## src/rtl/lvds_rx_word_align_if.sv

```systemverilog
// Parallel-side signals between the LVDS receiver/init sequencer and the word aligner.
interface lvds_rx_word_align_if #(
  parameter int DESER_FACTOR = 10,
  parameter int MAX_SLIPS    = 20
);
  logic                               init_done;
  logic [DESER_FACTOR-1:0]            rx_data;
  logic                               rx_bitslip;
  logic                               aligned;
  logic                               align_error;
  logic [$clog2(MAX_SLIPS+1)-1:0]     slip_count;

  modport master (output init_done, rx_data,
                  input  rx_bitslip, aligned, align_error, slip_count);
  modport slave  (input  init_done, rx_data,
                  output rx_bitslip, aligned, align_error, slip_count);
endinterface

```

## src/rtl/lvds_rx_word_align.sv

```systemverilog
// Word aligner: pulses bitslip until the training word is seen MATCH_COUNT times in a row,
// then holds lock until LOSS_COUNT consecutive mismatches.
module lvds_rx_word_align #(
  parameter int                      DESER_FACTOR  = 10,
  parameter logic [DESER_FACTOR-1:0] TRAIN_PATTERN = DESER_FACTOR'(10'h3E0),
  parameter int                      MATCH_COUNT   = 16,
  parameter int                      BITSLIP_WAIT  = 4,
  parameter int                      MAX_SLIPS     = 20,
  parameter int                      LOSS_COUNT    = 4
) (
  input logic clk,
  input logic rst,
  lvds_rx_word_align_if.slave bus
);
  localparam int SCW = $clog2(MAX_SLIPS + 1);
  localparam int MCW = $clog2(MATCH_COUNT + 1);
  localparam int WCW = (BITSLIP_WAIT > 1) ? $clog2(BITSLIP_WAIT) : 1;
  localparam int LCW = $clog2(LOSS_COUNT + 1);

  localparam logic [MCW-1:0] MATCH_LAST = MCW'(MATCH_COUNT - 1);
  localparam logic [WCW-1:0] WAIT_LAST  = WCW'((BITSLIP_WAIT > 0) ? BITSLIP_WAIT - 1 : 0);
  localparam logic [LCW-1:0] LOSS_LAST  = LCW'(LOSS_COUNT - 1);

  localparam logic [2:0] IDLE   = 3'd0;
  localparam logic [2:0] CHECK  = 3'd1;
  localparam logic [2:0] SLIP   = 3'd2;
  localparam logic [2:0] WAIT   = 3'd3;
  localparam logic [2:0] LOCKED = 3'd4;
  localparam logic [2:0] FAIL   = 3'd5;

  logic [2:0]     state;
  logic [SCW-1:0] slip_cnt;
  logic [MCW-1:0] match_cnt;
  logic [WCW-1:0] wait_cnt;
  logic [LCW-1:0] loss_cnt;
  logic           bitslip_q, aligned_q, error_q;
  logic           hit;

  assign hit = (bus.rx_data == TRAIN_PATTERN);

  always_ff @(posedge clk) begin
    // Losing init_done anywhere past IDLE is treated exactly like a reset.
    if (rst || (state != IDLE && !bus.init_done)) begin
      state     <= IDLE;
      slip_cnt  <= '0;
      match_cnt <= '0;
      wait_cnt  <= '0;
      loss_cnt  <= '0;
      bitslip_q <= 1'b0;
      aligned_q <= 1'b0;
      error_q   <= 1'b0;
    end else begin
      bitslip_q <= 1'b0;
      case (state)
        IDLE: if (bus.init_done) begin
          state     <= CHECK;
          slip_cnt  <= '0;
          match_cnt <= '0;
          wait_cnt  <= '0;
          loss_cnt  <= '0;
        end
        CHECK: if (hit) begin
          if (match_cnt == MATCH_LAST) begin
            state     <= LOCKED;
            aligned_q <= 1'b1;
            match_cnt <= '0;
            loss_cnt  <= '0;
          end else begin
            match_cnt <= match_cnt + MCW'(1);
          end
        end else begin
          match_cnt <= '0;
          // The bound check also keeps slip_cnt from ever passing MAX_SLIPS.
          if (slip_cnt < SCW'(MAX_SLIPS)) begin
            state     <= SLIP;
            bitslip_q <= 1'b1;
            slip_cnt  <= slip_cnt + SCW'(1);
          end else begin
            state   <= FAIL;
            error_q <= 1'b1;
          end
        end
        SLIP: begin
          wait_cnt <= '0;
          state    <= (BITSLIP_WAIT == 0) ? CHECK : WAIT;
        end
        WAIT: if (wait_cnt == WAIT_LAST) begin
          state     <= CHECK;
          match_cnt <= '0;
          wait_cnt  <= '0;
        end else begin
          wait_cnt <= wait_cnt + WCW'(1);
        end
        LOCKED: if (hit) begin
          loss_cnt <= '0;
        end else if (loss_cnt == LOSS_LAST) begin
          state     <= CHECK;
          aligned_q <= 1'b0;
          slip_cnt  <= '0;
          match_cnt <= '0;
          wait_cnt  <= '0;
          loss_cnt  <= '0;
        end else begin
          loss_cnt <= loss_cnt + LCW'(1);
        end
        FAIL: begin
          aligned_q <= 1'b0;
          error_q   <= 1'b1;
        end
        default: state <= IDLE;
      endcase
    end
  end

  assign bus.rx_bitslip  = bitslip_q;
  assign bus.aligned     = aligned_q;
  assign bus.align_error = error_q;
  assign bus.slip_count  = slip_cnt;
endmodule
```

## src/flat_wrapper.sv

```systemverilog
// flat-port wrapper written by rule: the top's interface ports become plain ports
module lvds_rx_word_align_flat 
#(
  parameter int                      DESER_FACTOR  = 10,
  parameter logic [DESER_FACTOR-1:0] TRAIN_PATTERN = DESER_FACTOR'(10'h3E0),
  parameter int                      MATCH_COUNT   = 16,
  parameter int                      BITSLIP_WAIT  = 4,
  parameter int                      MAX_SLIPS     = 20,
  parameter int                      LOSS_COUNT    = 4
)
  (clk, rst, bus_init_done, bus_rx_data, bus_rx_bitslip, bus_aligned, bus_align_error, bus_slip_count);
  lvds_rx_word_align_if #(.DESER_FACTOR(DESER_FACTOR), .MAX_SLIPS(MAX_SLIPS)) bus_i ();
  input logic clk;
  input logic rst;
  input wire logic [$bits(bus_i.init_done)-1:0] bus_init_done;
  input wire logic [$bits(bus_i.rx_data)-1:0] bus_rx_data;
  output wire logic [$bits(bus_i.rx_bitslip)-1:0] bus_rx_bitslip;
  output wire logic [$bits(bus_i.aligned)-1:0] bus_aligned;
  output wire logic [$bits(bus_i.align_error)-1:0] bus_align_error;
  output wire logic [$bits(bus_i.slip_count)-1:0] bus_slip_count;
  assign bus_i.init_done = bus_init_done;
  assign bus_i.rx_data = bus_rx_data;
  assign bus_rx_bitslip = bus_i.rx_bitslip;
  assign bus_aligned = bus_i.aligned;
  assign bus_align_error = bus_i.align_error;
  assign bus_slip_count = bus_i.slip_count;
  lvds_rx_word_align #(.DESER_FACTOR(DESER_FACTOR), .TRAIN_PATTERN(TRAIN_PATTERN), .MATCH_COUNT(MATCH_COUNT), .BITSLIP_WAIT(BITSLIP_WAIT), .MAX_SLIPS(MAX_SLIPS), .LOSS_COUNT(LOSS_COUNT)) u_core (.clk(clk), .rst(rst), .bus(bus_i));
endmodule
```

## config.mk

```make
export PLATFORM = sky130hd
export DESIGN_NAME = lvds_rx_word_align_flat
export DESIGN_NICKNAME = d
export VERILOG_FILES = /design/src/rtl/lvds_rx_word_align_if.sv /design/src/rtl/lvds_rx_word_align.sv /design/src/flat_wrapper.sv
export SDC_FILE = /design/constraint.sdc
export NUM_CORES = 1
export LEC_CHECK = 0
export BUFFER_PORTS_ARGS = -buffer_cell sky130_fd_sc_hd__buf_2
export CORE_MARGIN = 2
export CORE_UTILIZATION = 42
export DETAILED_ROUTE_END_ITERATION = 10
export GPL_ROUTABILITY_DRIVEN = 0
export PLACE_DENSITY = 0.74
export SYNTH_ARGS = -nofsm -noshare
export SYNTH_HDL_FRONTEND = slang
export SYNTH_SLANG_ARGS = --single-unit
```

## constraint.sdc

```tcl
create_clock -name clk -period 2.95 [get_ports clk]
set_input_delay 0.4425 -clock clk [delete_from_list [all_inputs] [get_ports clk]]
set_output_delay 0.4425 -clock clk [all_outputs]
set_load 0.1 [all_outputs]
```

==> metrics.txt <==
dominant cell by count in the synthesized netlist=dfxtp_1; total core area=around 2800 µm²; Detail Placement HPWL=2020 µm; number of maximum-capacitance violations=0; number of buffers inserted to repair setup after CTS=0; post-synthesis net count=around 160; sequential share of power=0.390; number of remaining DRC errors=0; endpoints failing hold=0; worst setup path class=in2reg; crit path launch type=input port; number of unique standard cell types used by synthesis=43; Total Nets Final=180; Initial Utilization=0.444; Leakage=roughly 0.53 nW; Die Height=58.0 µm; root buffer cell=clkbuf_4; areal power density over the cells=731 nW/µm²; fraction of final layout cells sized beyond drive strength 1=0.216; most frequent cells after synthesis=21 x dfxtp_1, 16 x nand2_1, 12 x nor2_1; min cycle time layout=approximately 2100 ps; arrival time at the worst endpoint=around 2300 ps; Yosys warning total=0; unrepaired setup endpoints after global routing=false; clock transition at the register clock pins on the worst setup and hold paths after CTS=around 120 ps; total vias in the final route=1137; most used flip-flop cell after synthesis=dfxtp_1; cell area reported after detailed placement=1320 µm²; average vias per placed instance=5.89; drt wl/cell=14.0 µm; top cell type's share of synthesized area=0.344; pin slew with the least headroom to its limit=roughly 690 ps; FF-to-FF setup slack=920 ps; clock buffer count from CTS=3; largest area contributor in the synthesized netlist=dfxtp_1; maximum number of pins on one net before global-route repair=19; number of synthesized flops with an enable pin=0; share of synthesized flip-flops with an asynchronous set or reset=0; worst setup path startpoint=bus_rx_data[1]; total of fill cells in the finished design=260; IR drop worst, VDD=0.375 mV; Synth Register Bits=21; Synth Instances=146; number of top-level pins=21; startpoint of the lowest-slack register-to-register path=u_core.state[0]$_SDFFE_PP0P_; total congestion overflow=0; cell row count=19; width of the die=a little under 60 µm; storage element area=420 µm²; later-pin clock latency in the skew report=310 ps; count of antenna diodes in the layout=0; Final setup viols=0; kind of path behind the tightest hold check=reg2reg; area of combinational cells with multiple inputs=~740 µm²; sequential-to-total area share from yosys stat=0.344; die outline area=3360 µm²; Switching Fraction=0.467; worst setup skew after layout=3.89 ps; Total Neg Setup Slack=0 ps; number of iterations in the first detailed-routing pass=4; endpoint type of the worst setup path=flop; final number of max-transition violations=0; clock tree buffer depth=2; DRT antenna net count=0; number of hold buffers added after cts=0; overall routing resource usage=0.175; Max H-tree Level=1; total non-filler cell area in the finished layout=around 1300 µm²; number of antenna violations at the first check in global routing=0; CP endpoint=u_core.loss_cnt[0]$_SDFFE_PP0P_; end of the worst register-to-register path=u_core.state[2]$_SDFFE_PP0P_; Num Clock Sinks=21; worst path required time=~3200 ps; main area contributors after synthesis=dfxtp_1 34%, nand2_1 4.9%, o311ai_4 4.3%; P_sw=459 µW; drt first-iter violations=18; number of global-route vias before repair=1077; relative slew slack=0.534; wire length of the first global-routing pass=4690 µm; Post-CTS Resized=0; post-route fraction of the period consumed by the critical path=0.717; CTS tree=built; final routed wirelength across all metal layers=2710 µm; clock network power share=0.146; Gate power share=0.464; combined area of all synthesized cells=1220 µm²; number of buffers inserted by port buffering=20; Internal Dissipation=around 520 µW; result of the run=completed; worst-case reg-to-reg path depth=5; area growth from synthesis to layout=9.92%; largest fanout on the critical path=10; average footprint of a synthesized cell=8.38 µm²; maximum operating frequency=0.473 GHz; critical hold path startpoint=u_core.match_cnt[4]$_SDFFE_PP0P_
## metrics by stage
step                hold WS (ps)   util  power [mW]  worst slack [ps]  cells
floorplan                    426      -       0.763               717    146
global placement             438  0.478       0.829               579    189
detailed placement           450  0.478       0.838               510    189
CTS                          468  0.488       0.981               849    193
global route                 491  0.488        1.05               794    193
finish                       465  0.488       0.983               836    193
## cells by family (layout without fill, tap and decap cells)
kind of cell / count (synthesis) / after routing / share of synthesized area
and+or+nand+nor: 67 / 67 / 0.298
buffers and inverters: 12 / 28 / 0.0511
DFF: 21 / 21 / 0.344
adders and majority gates: 4 / 4 / 0.0409
xor gates and xnor gates: 1 / 1 / 0.00716
AOI/OAI and AO/OA: 41 / 41 / 0.260
## critical path, stage by stage
cell and delay [ps]:
buf_2 90, or4_4 520, or4_4 550, nor3_1 280
o21ai_1 140, a32o_1 300
## worst min path at each step
stage                                                  end  slack (ps)  cells past startpoint
after floorplan           u_core.match_cnt[4]$_SDFFE_PP0P_         430                      2
after global placement     u_core.wait_cnt[0]$_SDFFE_PP0P_         440                      1
after detailed placement   u_core.wait_cnt[0]$_SDFFE_PP0P_         450                      1
after CTS                 u_core.match_cnt[4]$_SDFFE_PP0P_         470                      2
after global routing      u_core.match_cnt[4]$_SDFFE_PP0P_         490                      2
final                     u_core.match_cnt[4]$_SDFFE_PP0P_         470                      2
## per-layer routing
metal  wire length [µm]  vias to the layer above  GRT usage
met5                  0                        -          0
met4                 51                        0     0.0797
met3                 62                        5     0.0134
met2               1320                       21      0.289
met1               1270                      537      0.234
li1                   -                      574          -
## sequential cells by signal, summed over array words and instances, names as in the netlist
signal / count
u_core.bus.slip_count: 5
u_core.bus.rx_bitslip: 1
u_core.match_cnt: 5
u_core.loss_cnt: 3
u_core.bus.aligned: 1
u_core.wait_cnt: 2
u_core.state: 3
u_core.bus.align_error: 1
## layout make-up
class / instances / area share
clock buffer: 4 / 0.0195
multi-input combinational: 113 / 0.551
sequential: 21 / 0.313
inverter: 3 / 0.00837
tap: 31 / 0.0288
timing repair buffer: 21 / 0.0800
## placed cells by master, fill, tap and decap left out, drive strengths merged, types with 2 or more instances in the layout
cell type / instances
dfxtp: 21
buf: 21
nand2: 16
nor2: 12
o21ai: 12
nand3: 10
nor3: 8
a21oi: 7
nor2b: 4
ha: 4
clkbuf: 4
or4: 4
a211oi: 3
inv: 3
nor3b: 3
or3: 2
or3b: 2
o311ai: 2
and3: 2
a311oi: 2
and2: 2
o31ai: 2
o211ai: 2
## power by group through the flow
| stage | clock network (mW) | registers [mW] | logic (mW) |
|---|---|---|---|
| after detailed placement | 0 | 0.387 | 0.451 |
| after CTS | 0.147 | 0.380 | 0.454 |
| after global routing | 0.157 | 0.391 | 0.497 |
| after floorplan | 0 | 0.406 | 0.357 |
| final | 0.144 | 0.383 | 0.455 |
| after global placement | 0 | 0.385 | 0.444 |
Power figures use the tool's default switching activity.
